<file path="src/rtl/mem_fill_arbiter.sv">
// mem_fill_arbiter
//   Shares the single pipelined memory read port between the I-cache and
//   D-cache miss handlers. Each grant runs one complete block fill: it issues
//   BLOCK_WORDS word reads, steers the returned words into the owner's data
//   array, then pulses the owner's tag write and done strobe.
//
//   Optional feature macro: FILL_CRITICAL_FIRST_EN
//     defined   -> the fill starts at the missing word and wraps around the block
//     undefined -> the fill always runs word 0..BLOCK_WORDS-1
//
// Ports
//   clk, rst                      clock, asynchronous active-low reset
//   icache_miss/_addr             I-cache fill request and byte address
//   dcache_miss/_addr             D-cache fill request and byte address
//   mem_en, mem_addr              memory read request (one word per cycle)
//   mem_data_valid, mem_data      in-order read returns
//   fill_sel                      fill owner (0 = I-cache, 1 = D-cache)
//   fill_data, fill_word,
//   fill_data_wen                 data-array write to the owner
//   fill_tag_wen                  tag/valid write to the owner
//   icache_fill_done,
//   dcache_fill_done              one-cycle fill-complete pulses
//   busy                          a fill is in progress
module mem_fill_arbiter #(
  parameter int ADDR_W      = 16,
  parameter int DATA_W      = 16,
  parameter int BLOCK_WORDS = 8
) (
  input  logic                           clk,
  input  logic                           rst,
  input  logic                           icache_miss,
  input  logic [ADDR_W-1:0]              icache_miss_addr,
  input  logic                           dcache_miss,
  input  logic [ADDR_W-1:0]              dcache_miss_addr,
  output logic                           mem_en,
  output logic [ADDR_W-1:0]              mem_addr,
  input  logic                           mem_data_valid,
  input  logic [DATA_W-1:0]              mem_data,
  output logic                           fill_sel,
  output logic [DATA_W-1:0]              fill_data,
  output logic [$clog2(BLOCK_WORDS)-1:0] fill_word,
  output logic                           fill_data_wen,
  output logic                           fill_tag_wen,
  output logic                           icache_fill_done,
  output logic                           dcache_fill_done,
  output logic                           busy
);

  localparam int WORD_W = $clog2(BLOCK_WORDS);
  localparam int OFF_W  = WORD_W + 1;          // byte-offset bits of a block
  localparam int CNT_W  = WORD_W + 1;          // counters must reach BLOCK_WORDS
  localparam logic [CNT_W-1:0] BLK_CNT  = CNT_W'(BLOCK_WORDS);
  localparam logic [CNT_W-1:0] BLK_LAST = CNT_W'(BLOCK_WORDS - 1);

  typedef enum logic [1:0] {
    IDLE  = 2'd0,
    REQ   = 2'd1,
    DRAIN = 2'd2,
    DONE  = 2'd3
  } state_t;

  state_t                   state_r;
  logic [CNT_W-1:0]         issue_cnt_r;
  logic [CNT_W-1:0]         recv_cnt_r;
  logic                     last_grant_r;     // 1 = D-cache was granted last
  logic [ADDR_W-OFF_W-1:0]  base_hi_r;        // block address (offset bits implied zero)
  logic [WORD_W-1:0]        w0_r;             // first word of the fill order
  logic                     fill_sel_r;
  logic                     mem_en_r;
  logic [ADDR_W-1:0]        mem_addr_r;
  logic                     tag_wen_r;
  logic                     idone_r;
  logic                     ddone_r;
  logic                     busy_r;

  logic                     grant_any_s;
  logic                     grant_d_s;
  logic [ADDR_W-OFF_W-1:0]  new_base_hi_s;
  logic [WORD_W-1:0]        new_w0_s;
  logic                     accept_s;
  logic                     recv_full_s;
  logic [WORD_W-1:0]        next_word_s;

  // On a tie the requester that was not served last wins; the reset value
  // of last_grant_r (I-cache) hands the first tie to the D-cache.
  assign grant_any_s   = icache_miss | dcache_miss;
  assign grant_d_s     = dcache_miss & (~icache_miss | ~last_grant_r);
  assign new_base_hi_s = grant_d_s ? dcache_miss_addr[ADDR_W-1:OFF_W]
                                   : icache_miss_addr[ADDR_W-1:OFF_W];
`ifdef FILL_CRITICAL_FIRST_EN
  assign new_w0_s = grant_d_s ? dcache_miss_addr[OFF_W-1:1]
                              : icache_miss_addr[OFF_W-1:1];
`else
  assign new_w0_s = {WORD_W{1'b0}};
`endif

  // Returns are accepted only while a fill is open and the block is not yet full.
  assign accept_s    = ((state_r == REQ) || (state_r == DRAIN)) && mem_data_valid &&
                       (recv_cnt_r < BLK_CNT);
  // Block complete, counting a word that arrives this cycle.
  assign recv_full_s = (recv_cnt_r == BLK_CNT) || (accept_s && (recv_cnt_r == BLK_LAST));
  // Word index of the request after the current one; WORD_W wrap gives the modulo.
  assign next_word_s = w0_r + issue_cnt_r[WORD_W-1:0] + WORD_W'(1);

  // Fill sequencer: state, counters, captured request and registered strobes.
  always_ff @(posedge clk or negedge rst) begin
    if (!rst) begin
      state_r      <= IDLE;
      issue_cnt_r  <= {CNT_W{1'b0}};
      recv_cnt_r   <= {CNT_W{1'b0}};
      last_grant_r <= 1'b0;
      base_hi_r    <= {(ADDR_W-OFF_W){1'b0}};
      w0_r         <= {WORD_W{1'b0}};
      fill_sel_r   <= 1'b0;
      mem_en_r     <= 1'b0;
      mem_addr_r   <= {ADDR_W{1'b0}};
      tag_wen_r    <= 1'b0;
      idone_r      <= 1'b0;
      ddone_r      <= 1'b0;
      busy_r       <= 1'b0;
    end else begin
      tag_wen_r <= 1'b0;
      idone_r   <= 1'b0;
      ddone_r   <= 1'b0;
      case (state_r)
        IDLE: begin
          if (grant_any_s) begin
            state_r      <= REQ;
            base_hi_r    <= new_base_hi_s;
            w0_r         <= new_w0_s;
            fill_sel_r   <= grant_d_s;
            last_grant_r <= grant_d_s;
            issue_cnt_r  <= {CNT_W{1'b0}};
            recv_cnt_r   <= {CNT_W{1'b0}};
            mem_en_r     <= 1'b1;
            mem_addr_r   <= {new_base_hi_s, new_w0_s, 1'b0};
            busy_r       <= 1'b1;
          end else begin
            state_r <= IDLE;
          end
        end
        REQ: begin
          issue_cnt_r <= issue_cnt_r + CNT_W'(1);
          if (accept_s) begin
            recv_cnt_r <= recv_cnt_r + CNT_W'(1);
          end
          if (issue_cnt_r == BLK_LAST) begin
            mem_en_r   <= 1'b0;
            mem_addr_r <= {ADDR_W{1'b0}};
            if (recv_full_s) begin
              state_r   <= DONE;
              tag_wen_r <= 1'b1;
              idone_r   <= ~fill_sel_r;
              ddone_r   <= fill_sel_r;
            end else begin
              state_r <= DRAIN;
            end
          end else begin
            mem_addr_r <= {base_hi_r, next_word_s, 1'b0};
          end
        end
        DRAIN: begin
          if (accept_s) begin
            recv_cnt_r <= recv_cnt_r + CNT_W'(1);
          end
          if (recv_full_s) begin
            state_r   <= DONE;
            tag_wen_r <= 1'b1;
            idone_r   <= ~fill_sel_r;
            ddone_r   <= fill_sel_r;
          end else begin
            state_r <= DRAIN;
          end
        end
        DONE: begin
          state_r <= IDLE;
          busy_r  <= 1'b0;
        end
        default: begin
          state_r  <= IDLE;
          mem_en_r <= 1'b0;
          busy_r   <= 1'b0;
        end
      endcase
    end
  end

  // Return path: memory words pass straight through to the owner's data array.
  always_comb begin
    fill_data_wen = 1'b0;
    fill_data     = {DATA_W{1'b0}};
    fill_word     = {WORD_W{1'b0}};
    if (accept_s) begin
      fill_data_wen = 1'b1;
      fill_data     = mem_data;
      fill_word     = w0_r + recv_cnt_r[WORD_W-1:0];
    end else begin
      fill_data_wen = 1'b0;
    end
  end

  assign mem_en           = mem_en_r;
  assign mem_addr         = mem_addr_r;
  assign fill_sel         = fill_sel_r;
  assign fill_tag_wen     = tag_wen_r;
  assign icache_fill_done = idone_r;
  assign dcache_fill_done = ddone_r;
  assign busy             = busy_r;

endmodule

</file>
<file path="config.mk">
export PLATFORM = sky130hd
export DESIGN_NAME = mem_fill_arbiter
export DESIGN_NICKNAME = d
export VERILOG_FILES = /design/src/rtl/mem_fill_arbiter.sv
export SDC_FILE = /design/constraint.sdc
export NUM_CORES = 1
export LEC_CHECK = 0
export CAP_MARGIN = 0
export CORE_UTILIZATION = 40
export DETAILED_ROUTE_END_ITERATION = 10
export PLACE_DENSITY = 0.76
export SYNTH_ARGS = -nofsm -noshare
export SYNTH_HDL_FRONTEND = slang
export SYNTH_SLANG_ARGS = --single-unit
</file>
<file path="constraint.sdc">
create_clock -name clk -period 2.9 [get_ports clk]
set_input_delay 0.29 -clock clk [delete_from_list [all_inputs] [get_ports clk]]
set_output_delay 0.29 -clock clk [all_outputs]
set_load 0.03 [all_outputs]
</file>
==> impl_results.md, run 1 <==
- Run status: completed
- Fill cell instance count of the final layout: 443
- Maximum capacitance violations: 0
- Crit path kind: reg -> out
- Post-route design area: 0.00322 mm2
- CTS tree: built
- Slowest library cell on the worst path: sky130_fd_sc_hd__clkdlybuf4s50_1
- Total area of multi-input combinational cells: 0.00105 mm2
- Via count of the first global-routing pass: between 1500 and 2000
- Area taken by flip-flops and latches: 0.00108 mm2
- Worst IR drop on VDD: 0.000565 V
- Routed Antenna Nets: 0
- Post-synth EDFFs: 0
- Clock sink count: 43
- Achievable clock frequency: 386 MHz
- Total Nets Final: around 370
- Hold/Removal Path Class: in -> async
- Via-per-instance ratio: 5.04
- Mapped Nets: 286
- Setup repair after global routing missed its margin: no
- Number of clock buffers inserted by TritonCTS: 5
- Setup-violating endpoint count in the final report: 0
- Smallest setup slack after layout: 0.307 ns
- Final HPWL from detailed placement: between 3000 and 4000 um
- Clock-pin transition on the worst setup and hold timing paths: 0.08 ns
- Leakage power summed over all cells: 1.45 nW
- Maximum cell stage delay along the critical path: 0.70 ns
- Routed via count: 1900
- Routed len/inst: between 10 and 15 um
- Seq/Total Area, Yosys: 48.0%
- Total congestion overflow after global routing: 0
- Crit path time final: between 2 and 3 ns
- Post-Synthesis Cells: 225
- Number of synthesis warnings: 0
- FF+latch count, synth: 43
- GRT Total Usage: 18.8%
- Number of antenna diodes: 0
- Global-route wire length before repair: 8840 um
- Accumulated negative setup slack: 0 ns
- Layout cell share with drive strength beyond 1: 7.49%
- Part of the cycle the worst path needs: 89.4%
- Number of cells traversed by the worst register-to-register path: 6
- Most frequent cell after synthesis: sky130_fd_sc_hd__dfrtp_1
- Drt initial violations: 68
- Count of unique library cells instantiated by Yosys: 40
- Width of the die: 76.8 um
- Global placement routability congestion: 0.765
- Post-CTS repair timing setup buffer count: 0
- Post-synth ARST share: 100%
- Power density of the placed cells: around 1000 mW/mm2
- Initial antenna violation count: 0
- Residual DRC count: 0
- Commonest register cell after synthesis: sky130_fd_sc_hd__dfrtp_1
- Slew at the pin with the worst max-slew slack: 0.931 ns
- Area inside the core boundary: 0.00524 mm2
- Buffering stage count on the worst path with inverters included: 2
- Fin. Hold Viols: 0
- Wire length reported by the detailed router: 5180 um
- Post-synth design cell area: 0.00224 mm2
- Count of input and output buffers: 85
- Most frequent cells after synthesis: sky130_fd_sc_hd__dfrtp_1 (43), sky130_fd_sc_hd__nand2_1 (24), sky130_fd_sc_hd__o21ai_0 (21)
- Pre-antenna DRT Iters: 4
- Layout Area Growth over Synthesis: 43.9%
- Placement-stage cell area: 0.00312 mm2
- Die boundary height: 76.8 um
- Max-slew headroom at the worst pin: a little under two fifths
- CP Max Fanout: 30
- Worst-Skew Late Latency: 0.29 ns
- Dpl ws: 0.425 ns
- I/O Pins: 95
- Setup crit end kind: output port
- Pin count of the biggest net entering global routing: 44
- Mapped Avg Cell Area: between 9 and 10 um2
- Ordered cell list for the critical path: inv_1, ha_2, and3_1, clkdlybuf4s50_1
- Initial Util: 42.8%
- Depth of the critical timing path with buffers and inverters included: 4
- Top post-synthesis cells by area: sky130_fd_sc_hd__dfrtp_1 (48%), sky130_fd_sc_hd__mux2i_1 (5.4%), sky130_fd_sc_hd__and3_1 (5.3%)
- Number of rows in the core area: 26
- Clock skew: between 0.005 and 0.006 ns
- Largest buffer count on any clock path: 2
- Synth top area share: 48.0%
- Count of pins over their slew limit: 0
- Yosys top cell by area: sky130_fd_sc_hd__dfrtp_1
- Critical path data arrival time: 2.30 ns
- Delay-heaviest family, CP: buffers and inverters
- Clock root buffer: sky130_fd_sc_hd__clkbuf_8
- Worst hold slack after final layout: 0.128 ns
- Required time of the critical path: about 2.6 ns
- Die Outline Area: 0.00590 mm2
- Final cell utilization of the core: 61.5%
- Sort of element at the start of the critical path: flop
- Count of H-tree levels built during CTS: 2
[worst paths after layout]
path	start	endpoint	slack, ns
min in group clk	mem_addr[3]$_DFFE_PN0P_	mem_addr[3]$_DFFE_PN0P_	0.49
hold / removal	rst	mem_addr[12]$_DFFE_PN0P_	0.13
setup / recovery	state_r[0]$_DFFE_PN0N_	fill_word[1]	0.31
hold reg to reg	mem_addr[3]$_DFFE_PN0P_	mem_addr[3]$_DFFE_PN0P_	0.49
setup reg to reg	state_r[1]$_DFFE_PN0N_	mem_addr[8]$_DFFE_PN0P_	0.82
max in group asynchronous	rst	base_hi_r[6]$_DFFE_PN0P_	2.19
[timing repair]
item | 4_1_cts | 5_1_grt
endpoints found under the hold margin | 0 | 0
hold buffers | 0 | 0
gates resized for setup | 0 | 1
setup endpoints to repair | 0 | 16
[sequential cells by signal, indices dropped and copies added, names as in the netlist]
name and count:
fill_sel 1, mem_addr 15, recv_cnt_r 4, fill_tag_wen 1, base_hi_r 12, dcache_fill_done 1, icache_fill_done 1, issue_cnt_r 4
state_r 2, busy 1, mem_en 1
[cell type report]
cell class / count / share of cell area, %
flip-flops and latches: 43 / 33.4
multi-input cells: 158 / 32.5
repair buffers: 89 / 27.2
clock buffers: 8 / 3.11
well taps: 70 / 2.72
inverters: 9 / 1.05
[where the power goes]
part           internal [mW]  switching (mW)
Sequential             0.853           0.180
Clock                  0.217           0.197
Combinational          0.790            1.10
Total                   1.86            1.48
[placed cells by master (no fill, tap or decap), drive strengths merged, types with 2 or more instances in the layout]
master / n
a21boi: 2
a21oi: 6
a22o: 2
a22oi: 8
a2bb2oi: 5
and2: 4
and3: 20
buf: 5
clkbuf: 8
clkdlybuf4s50: 84
dfrtp: 43
ha: 8
inv: 9
mux2i: 12
nand2: 24
nand3: 5
nand3b: 2
nand4b: 2
nor2: 11
nor2b: 2
o21ai: 31
xor2: 2
[logic make-up after synthesis]
group,count (synthesis),share of synthesized area [%]
AND/OR/NAND/NOR,75,17.4
AO/OA/AOI/OAI,59,18.0
buffers and inverters,24,5.25
other,1,0.167
adder cells (fa/ha/maj),8,4.47
XOR/XNOR,2,0.782
multiplexers,13,5.87
flip-flops,43,48.0
[worst reg2reg max path: cells and delay by family (launching register included)]
family | cells | cell delay, ns
fa+ha+maj | 1 | 0.50
flops | 1 | 0.41
compound gates | 1 | 0.17
simple gates | 3 | 0.81
buf+inv | 1 | 0.12
[metal layers]
metal,global-route usage [%],wire length (um)
met1,24.4,2390
met2,31.2,2570
met3,3.45,138
met4,6.92,76
met5,0,0
[stage by stage]
step                      std cells  power, mW
after global routing            377       3.59
after floorplan                 225       2.29
final                           377       3.34
after CTS                       377       3.36
after detailed placement        369       2.93
after global placement          369       2.89
No activity file was read; power rests on OpenSTA's default activity.
==> run 2: changes to the inputs <==
--- a/config.mk
+++ b/config.mk
@@ -5,10 +5,11 @@
 export SDC_FILE = /design/constraint.sdc
 export NUM_CORES = 1
 export LEC_CHECK = 0
-export CAP_MARGIN = 0
+export CAP_MARGIN = 20
 export CORE_UTILIZATION = 40
 export DETAILED_ROUTE_END_ITERATION = 10
 export PLACE_DENSITY = 0.76
 export SYNTH_ARGS = -nofsm -noshare
 export SYNTH_HDL_FRONTEND = slang
 export SYNTH_SLANG_ARGS = --single-unit
+export TNS_END_PERCENT = 50
==> results of run 2 <==
Same layout as run 1: the final DEF is identical, and so are final timing and power.
